## src/rtl/seeed_tft_pixel_feeder_pkg.sv

```systemverilog
// Shared types and codes for the Seeed TFT pixel feeder.
// Feeder state encoding, pixel-format codes and word packing.
package seeed_tft_pixel_feeder_pkg;

  typedef enum logic [1:0] {
    IDLE       = 2'd0,
    GET_BUFFER = 2'd1,
    FILL       = 2'd2,
    RELEASE    = 2'd3
  } feeder_state_t;

  localparam logic PIX_FMT_RGB565 = 1'b0;
  localparam logic PIX_FMT_RGB888 = 1'b1;

  function automatic logic [31:0] pack_word(
    input logic [7:0] r,
    input logic [7:0] g,
    input logic [7:0] b
  );
    return {r, g, b, 8'h00};
  endfunction

endpackage

```

## src/rtl/seeed_tft_pixel_feeder_if.sv

```systemverilog
// Pixel stream and ping-pong FIFO write bus of the feeder.
// master = feeder side, slave = source/FIFO side.
interface seeed_tft_pixel_feeder_if #(
  parameter int FIFO_SIZE_WIDTH = 24
);
  logic                       i_pix_valid;
  logic                       o_pix_ready;
  logic [23:0]                i_pix_data;
  logic [1:0]                 i_fifo_rdy;
  logic [1:0]                 o_fifo_act;
  logic                       o_fifo_stb;
  logic [FIFO_SIZE_WIDTH-1:0] i_fifo_size;
  logic [31:0]                o_fifo_data;

  modport master (
    input  i_pix_valid,
    input  i_pix_data,
    input  i_fifo_rdy,
    input  i_fifo_size,
    output o_pix_ready,
    output o_fifo_act,
    output o_fifo_stb,
    output o_fifo_data
  );

  modport slave (
    output i_pix_valid,
    output i_pix_data,
    output i_fifo_rdy,
    output i_fifo_size,
    input  o_pix_ready,
    input  o_fifo_act,
    input  o_fifo_stb,
    input  o_fifo_data
  );

endinterface

```

## src/rtl/seeed_tft_pixel_expand.sv

```systemverilog
// Expands an RGB565 or RGB888 pixel to the {R,G,B,8'h00} word.
// RGB565 channels replicate their MSBs to fill 8 bits.
module seeed_tft_pixel_expand
  import seeed_tft_pixel_feeder_pkg::*;
(
  input  logic [23:0] i_pix_data,
  input  logic        i_pixel_format,
  output logic [31:0] o_word
);

  logic [7:0] r;
  logic [7:0] g;
  logic [7:0] b;

  // channel select by pixel format
  always_comb begin
    r = '0;
    g = '0;
    b = '0;
    unique case (1'b1)
      (i_pixel_format == PIX_FMT_RGB888): begin
        r = i_pix_data[23:16];
        g = i_pix_data[15:8];
        b = i_pix_data[7:0];
      end
      default: begin
        r = {i_pix_data[15:11], i_pix_data[15:13]};
        g = {i_pix_data[10:5], i_pix_data[10:9]};
        b = {i_pix_data[4:0], i_pix_data[4:2]};
      end
    endcase
  end

  assign o_word = pack_word(r, g, b);

endmodule

```

## src/rtl/seeed_tft_pixel_feeder.sv

```systemverilog
// Feeds expanded pixels into the writer's ping-pong FIFO.
// One buffer at a time; partial buffers committed at frame end.
module seeed_tft_pixel_feeder
  import seeed_tft_pixel_feeder_pkg::*;
#(
  parameter int FIFO_SIZE_WIDTH = 24
) (
  input  logic                     clk,
  input  logic                     rst_n,
  input  logic                     i_enable,
  input  logic [31:0]              i_num_pixels,
  input  logic                     i_pixel_format,
  seeed_tft_pixel_feeder_if.master bus,
  output logic                     o_busy,
  output logic                     o_frame_done
);

  localparam logic [FIFO_SIZE_WIDTH-1:0] WC_ONE = 1;

  feeder_state_t state;
  feeder_state_t state_nxt;

  logic [31:0]                frame_len;
  logic [31:0]                pix_cnt;
  logic [FIFO_SIZE_WIDTH-1:0] word_cnt;
  logic [1:0]                 act;
  logic                       stb;
  logic [31:0]                data;
  logic                       busy;
  logic                       done;
  logic [31:0]                word;
  logic                       pix_ready;
  logic                       accept;
  logic                       buf_full;
  logic                       frame_end;
  logic                       frame_cmp;
  logic                       start;
  logic                       grant;

  seeed_tft_pixel_expand u_expand (
    .i_pix_data     (bus.i_pix_data),
    .i_pixel_format (i_pixel_format),
    .o_word         (word)
  );

  assign pix_ready = (state == FILL)
                  && (word_cnt < bus.i_fifo_size)
                  && (pix_cnt < frame_len);
  assign accept    = pix_ready & bus.i_pix_valid;
  assign buf_full  = (word_cnt + WC_ONE) == bus.i_fifo_size;
  assign frame_end = (pix_cnt + 32'd1) == frame_len;
  assign frame_cmp = pix_cnt == frame_len;
  assign start     = i_enable && (i_num_pixels != 32'd0);
  assign grant     = (bus.i_fifo_rdy != 2'b00) && (act == 2'b00);

  // next-state decode; enable low always returns to IDLE
  always_comb begin
    state_nxt = state;
    unique case (state)
      IDLE:       if (start) state_nxt = GET_BUFFER;
      GET_BUFFER: if (grant) state_nxt = FILL;
      FILL: begin
        if (accept && (buf_full || frame_end))
          state_nxt = RELEASE;
      end
      RELEASE:    state_nxt = frame_cmp ? IDLE : GET_BUFFER;
      default:    state_nxt = IDLE;
    endcase
    if (!i_enable) state_nxt = IDLE;
  end

  // state register
  always_ff @(posedge clk or negedge rst_n) begin
    if (!rst_n) state <= IDLE;
    else        state <= state_nxt;
  end

  // counters, buffer ownership and registered write port
  always_ff @(posedge clk or negedge rst_n) begin
    if (!rst_n) begin
      frame_len <= '0;
      pix_cnt   <= '0;
      word_cnt  <= '0;
      act       <= '0;
      stb       <= 1'b0;
      data      <= '0;
      busy      <= 1'b0;
      done      <= 1'b0;
    end else begin
      stb  <= 1'b0;
      done <= 1'b0;
      if (!i_enable && state != IDLE) begin
        act      <= '0;
        pix_cnt  <= '0;
        word_cnt <= '0;
        busy     <= 1'b0;
      end else begin
        unique case (state)
          IDLE: begin
            if (start) begin
              frame_len <= i_num_pixels;
              pix_cnt   <= '0;
              busy      <= 1'b1;
            end
          end
          GET_BUFFER: begin
            if (grant) begin
              act      <= bus.i_fifo_rdy[0] ? 2'b01 : 2'b10;
              word_cnt <= '0;
            end
          end
          FILL: begin
            if (accept) begin
              data     <= word;
              stb      <= 1'b1;
              word_cnt <= word_cnt + WC_ONE;
              pix_cnt  <= pix_cnt + 32'd1;
            end
          end
          RELEASE: begin
            act <= '0;
            if (frame_cmp) begin
              done <= 1'b1;
              busy <= 1'b0;
            end
          end
          default: ;
        endcase
      end
    end
  end

  assign bus.o_pix_ready = pix_ready;
  assign bus.o_fifo_act  = act;
  assign bus.o_fifo_stb  = stb;
  assign bus.o_fifo_data = data;
  assign o_busy          = busy;
  assign o_frame_done    = done;

endmodule

```

## src/flat_wrapper.sv

```systemverilog
// flat-port wrapper written by rule: the top's interface ports become plain ports
module seeed_tft_pixel_feeder_flat import seeed_tft_pixel_feeder_pkg::*;
#(
  parameter int FIFO_SIZE_WIDTH = 24
)
  (clk, rst_n, i_enable, i_num_pixels, i_pixel_format, o_busy, o_frame_done, bus_i_pix_valid, bus_i_pix_data, bus_i_fifo_rdy, bus_i_fifo_size, bus_o_pix_ready, bus_o_fifo_act, bus_o_fifo_stb, bus_o_fifo_data);
  seeed_tft_pixel_feeder_if #(.FIFO_SIZE_WIDTH(FIFO_SIZE_WIDTH)) bus_i ();
  input  logic clk;
  input  logic rst_n;
  input  logic i_enable;
  input  logic [31:0] i_num_pixels;
  input  logic i_pixel_format;
  output logic o_busy;
  output logic o_frame_done;
  input wire logic [$bits(bus_i.i_pix_valid)-1:0] bus_i_pix_valid;
  input wire logic [$bits(bus_i.i_pix_data)-1:0] bus_i_pix_data;
  input wire logic [$bits(bus_i.i_fifo_rdy)-1:0] bus_i_fifo_rdy;
  input wire logic [$bits(bus_i.i_fifo_size)-1:0] bus_i_fifo_size;
  output wire logic [$bits(bus_i.o_pix_ready)-1:0] bus_o_pix_ready;
  output wire logic [$bits(bus_i.o_fifo_act)-1:0] bus_o_fifo_act;
  output wire logic [$bits(bus_i.o_fifo_stb)-1:0] bus_o_fifo_stb;
  output wire logic [$bits(bus_i.o_fifo_data)-1:0] bus_o_fifo_data;
  assign bus_i.i_pix_valid = bus_i_pix_valid;
  assign bus_i.i_pix_data = bus_i_pix_data;
  assign bus_i.i_fifo_rdy = bus_i_fifo_rdy;
  assign bus_i.i_fifo_size = bus_i_fifo_size;
  assign bus_o_pix_ready = bus_i.o_pix_ready;
  assign bus_o_fifo_act = bus_i.o_fifo_act;
  assign bus_o_fifo_stb = bus_i.o_fifo_stb;
  assign bus_o_fifo_data = bus_i.o_fifo_data;
  seeed_tft_pixel_feeder #(.FIFO_SIZE_WIDTH(FIFO_SIZE_WIDTH)) u_core (.clk(clk), .rst_n(rst_n), .i_enable(i_enable), .i_num_pixels(i_num_pixels), .i_pixel_format(i_pixel_format), .bus(bus_i), .o_busy(o_busy), .o_frame_done(o_frame_done));
endmodule
```

## config.mk

```make
export PLATFORM = sky130hd
export DESIGN_NAME = seeed_tft_pixel_feeder_flat
export DESIGN_NICKNAME = d
export VERILOG_FILES = /design/src/rtl/seeed_tft_pixel_feeder_pkg.sv /design/src/rtl/seeed_tft_pixel_feeder_if.sv /design/src/rtl/seeed_tft_pixel_expand.sv /design/src/rtl/seeed_tft_pixel_feeder.sv /design/src/flat_wrapper.sv
export SDC_FILE = /design/constraint.sdc
export NUM_CORES = 1
export LEC_CHECK = 0
export ABC_CLOCK_PERIOD_IN_PS = 3800
export BUFFER_PORTS_ARGS = -buffer_cell sky130_fd_sc_hd__buf_2
export CAP_MARGIN = 25
export CELL_PAD_IN_SITES_DETAIL_PLACEMENT = 1
export CELL_PAD_IN_SITES_GLOBAL_PLACEMENT = 2
export CORE_MARGIN = 4
export CORE_UTILIZATION = 36
export CTS_CLUSTER_SIZE = 40
export DETAILED_ROUTE_END_ITERATION = 12
export PLACE_DENSITY_LB_ADDON = 0.05
export SKIP_LAST_GASP = 1
export SLEW_MARGIN = 20
export SYNTH_ARGS = -nofsm -noshare
export SYNTH_HDL_FRONTEND = slang
export SYNTH_SLANG_ARGS = --single-unit
```

## constraint.sdc

```tcl
create_clock -name clk -period 3.8 [get_ports clk]
set_input_delay 0.95 -clock clk [delete_from_list [all_inputs] [get_ports clk]]
set_output_delay 0.95 -clock clk [all_outputs]
set_load 0.05 [all_outputs]
```

==> results.md <==
Run status:
- The flow ran to the end, and the final reports show no timing, DRC or antenna violations.

Floorplan:
- The starting utilization of the core area is 0.370.
- The number of I/O pins is 125.
- The die span in x is 164 um.
- The total die area is 0.0269 mm^2.
- From bottom edge to top edge, the die measures 164 um.
- The placement row count is 56.
- After floorplanning, the core was sized to cover 0.0238 mm^2.

Detailed routing:
- The first detailed-routing pass ran for 4 iterations.
- The average wire per standard cell is 19.2 um.
- The count of nets left with antenna violations once routing finished came out at 0.
- The via count is 8083.
- The count of routing violations after the opening detailed-route iteration is 403.
- In the routed layout, each cell is associated on average with a via count of 5.41.
- The post-detailed-routing wire length is 28700 um.
- In the routed design, unresolved DRC markers number 0.

Global routing:
- The via count of the first global-routing pass came to 8299.
- The initial antenna violation count is 1.
- Summed over all layers, the global routing overflow is 0.
- For this run, the total global-route usage over all layers was measured as 0.219.
- Entering global routing, the biggest net connects 53 pins.
- The first global-routing pass estimated 46300 um of wire.

Final layout:
- The share of final-layout standard cells stronger than drive strength 1 is 0.230.
- The final-stage net count is 1313.
- The count of fill cells added during filler insertion is 2864.
- The area growth from synthesis to layout is 21.9%.
- The number of diodes is 0.
- For this run, the share of the core covered by cells in the final layout is 0.450.

Worst hold path:
- The source of the worst hold timing path is u_core.bus.o_fifo_data[21].
- The min-delay analysis places its worst path in the category flop to flop.

Clock tree:
- The H-tree depth is 4.
- The longest clock path from root to sink contains 2 buffers.
- The CTS root buffer is clkbuf_16.
- After clock tree synthesis, the flow added hold-fix buffers numbering 0.
- In this run the post-CTS setup repair buffer count came out at 0.
- The total clock buffers created by CTS is 17.
- TritonCTS built the clock tree.
- The total clock sinks is 119.
- The clock-pin transition on the worst setup and hold timing paths is 70 ps.
- The clock latency on the worst-skew pair is 430 ps.
- Gates resized during post-CTS repair numbered 0.

Yosys:
- The warning count from the yosys run is 0.
- The number of synthesized flops with an enable pin is 0.
- The average cell area after synthesis is 8.70 um^2.
- The fraction of the yosys area taken by sequential cells is 0.339.
- In the synthesized netlist the dominant register cell turns out to be dfrtp_1.
- The fraction of registers with async set or reset after synthesis is 1.00.
- The synthesized area is 0.00878 mm^2.
- The gate count of the mapped netlist is 1009.
- The netlist uses 71 different library cells.
- The post-synthesis sequential element count is 119.

Pwr:
- For this design the ratio of total power to cell area is 563 mW/mm^2.
- IR analysis of the VDD net gives a maximum drop of 0.332 mV.
- The design draws 6.03 mW.
- The leakage power summed over all cells is 4.93 nW.

Worst setup path:
- The critical path contains buffers and inverters numbering 4 combined.
- The startpoint class of the critical path is a primary input.
- For the worst setup path, the data required time is 2850 ps.
- On the critical path, the stage with the largest delay is an instance of or3_1.
- The launch point of the worst path is bus_i_fifo_size[11].
- The worst flop-to-flop path startpoint is u_core.pix_cnt[2].
- The worst endpoint data arrival time is 2820 ps.
- On the critical path the largest part of the delay comes from compound AO/OA/AOI/OAI gates.
- Of all nets on the critical path, the largest fanout is 2.
- For this run, the slowest stage of the critical path takes 330 ps.
- The type of destination of the critical path is an output pin.
- The type of the worst setup path is primary input to output pin.
- Traced cell by cell, the critical path runs through buf_2 > inv_1 > ha_1 > a21oi_1 > o21ai_0 > or3_1 > o221ai_1 > nand4_1 > inv_1 > buf_2.

Placed design:
- The last weighted congestion value of the routability-driven placer is 0.765.
- The placed wire-length estimate after detailed placement is 21800 um.
- During placement, the flow inserted port buffers numbering 116.

Run:
- Max-cap violations in this run came to 0.

STA:
- Across the routed clock network, the largest skew measured is 11.9 ps.
- The share of the cycle needed by the critical path after routing is 0.991.
- In this run the tightest slew margin relative to its limit is 0.573.
- The final critical delay including setup and external delays is 3770 ps.
- The achievable frequency is 266 MHz.
- The number of hold-slack violations in the final timing report is 0.
- At the pin with the least slew margin, the transition time is 640 ps.
- The count of final max-slew check failures is 0.
- Setup repair after global routing could not meet its margin everywhere.
- Setup violations remaining at the end of the flow were counted as 0.
-- layout make-up --
| class | instances | area (um^2) | share of cell area |
|---|---|---|---|
| Inverter | 73 | 274 | 0.0256 |
| Clock buffer | 18 | 429 | 0.0401 |
| Multi-Input combinational cell | 768 | 5330 | 0.498 |
| Timing Repair Buffer | 184 | 1170 | 0.109 |
| Sequential cell | 119 | 2980 | 0.278 |
| Clock inverter | 14 | 118 | 0.0110 |
| Tap cell | 319 | 399 | 0.0373 |
-- stage by stage --
| step | setup TNS, ps | setup slack, ps | hold slack [ps] | instances | area [um^2] |
|---|---|---|---|---|---|
| final | 0 | 34.0 | 524 | 1495 | 10700 |
| after global routing | -47.9 | -47.9 | 551 | 1495 | 10700 |
| after CTS | 0 | 2.50 | 533 | 1495 | 10700 |
| after detailed placement | 0 | 20.3 | 513 | 1463 | 10100 |
| after global placement | 0 | 58.9 | 491 | 1463 | 10100 |
| after floorplan | 0 | 187 | 479 | 1016 | 8800 |
-- state kept, by name (all words and copies together), names as in the netlist --
| register | flops |
|---|---|
| u_core.word_cnt | 24 |
| u_core.bus.o_fifo_data | 24 |
| u_core.pix_cnt | 32 |
| u_core.o_busy | 1 |
| u_core.o_frame_done | 1 |
| u_core.bus.o_fifo_stb | 1 |
| u_core.frame_len | 32 |
| u_core.bus.o_fifo_act | 2 |
| u_core.state | 2 |
-- synth_stat cells (21+ instances only) --
| cell | instances | area (um^2) |
|---|---|---|
| nand2_1 | 65 | 244 |
| nor2_1 | 82 | 308 |
| ha_1 | 63 | 788 |
| inv_1 | 73 | 274 |
| dfrtp_1 | 119 | 2980 |
| clkbuf_1 | 32 | 120 |
| nand3_1 | 38 | 190 |
| mux2_2 | 32 | 360 |
| a31oi_1 | 25 | 156 |
| nor4_1 | 21 | 131 |
| a21oi_1 | 79 | 395 |
| o21ai_0 | 54 | 270 |
| xor2_1 | 32 | 280 |
| nand4_1 | 29 | 181 |
| xnor2_1 | 48 | 420 |
-- per-layer routing --
| metal | vias up | share of wire | track usage |
|---|---|---|---|
| li1 | 3948 | - | - |
| met2 | 142 | 0.46 | 0.345 |
| met3 | 16 | 0.045 | 0.0371 |
| met5 | - | 0.00024 | 0 |
| met1 | 3975 | 0.49 | 0.318 |
| met4 | 2 | 0.0078 | 0.0412 |
-- kinds of logic (layout without fill, tap and decap cells) --
family / count (synthesis) / count (layout) / share of synthesized area
AOI/OAI and AO/OA: 244 / 244 / 0.173
xor gates and xnor gates: 80 / 80 / 0.0798
adders and majority gates: 63 / 63 / 0.0898
buffers and inverters: 129 / 289 / 0.0607
DFF: 119 / 119 / 0.339
muxes: 52 / 52 / 0.0640
other: 1 / 8 / 0.000427
and+or+nand+nor: 321 / 321 / 0.193
-- placed cells by master, fill, tap and decap left out, drive strengths merged, types with 5 or more instances in the layout --
master,netlist,layout
o21ai,57,57
o21a,13,13
inv,73,79
a31oi,25,25
nor2b,13,13
nand3,38,38
and3,11,11
a21o,5,5
nor3,21,21
ha,63,63
clkinv,0,6
xor2,32,32
xnor2,48,48
nor2,82,82
and2,5,5
mux2,33,33
conb,1,8
o211ai,11,11
nor4,25,25
clkbuf,32,18
o31ai,12,12
or3,6,6
mux2i,19,19
nand4,33,33
a21oi,79,79
buf,24,184
nand2,65,65
dfrtp,119,119
-- where the power goes --
| part | leakage (nW) | switching [mW] | total, mW | internal [mW] |
|---|---|---|---|---|
| combinational | 3.14 | 1.64 | 2.56 | 0.918 |
| clock | 0.265 | 0.703 | 1.56 | 0.852 |
| sequential | 1.52 | 0.307 | 1.91 | 1.61 |
-- final timing paths --
path,slack (ps),to,cells past startpoint
setup / recovery,30,bus_o_pix_ready,10
hold / removal,520,u_core.bus.o_fifo_data[21],2
setup reg to reg,260,u_core.state[0],9
hold reg to reg,520,u_core.bus.o_fifo_data[21],2
max in group asynchronous,2550,u_core.bus.o_fifo_data[29],2
min in group asynchronous,540,u_core.frame_len[6],1
-- worst min-delay path, cell delays in order (launching register included) --
cell and delay [ps]:
dfrtp_1 340, nor2_1 50, a21oi_1 100
Note: power is estimated with default switching activity, not from simulation.
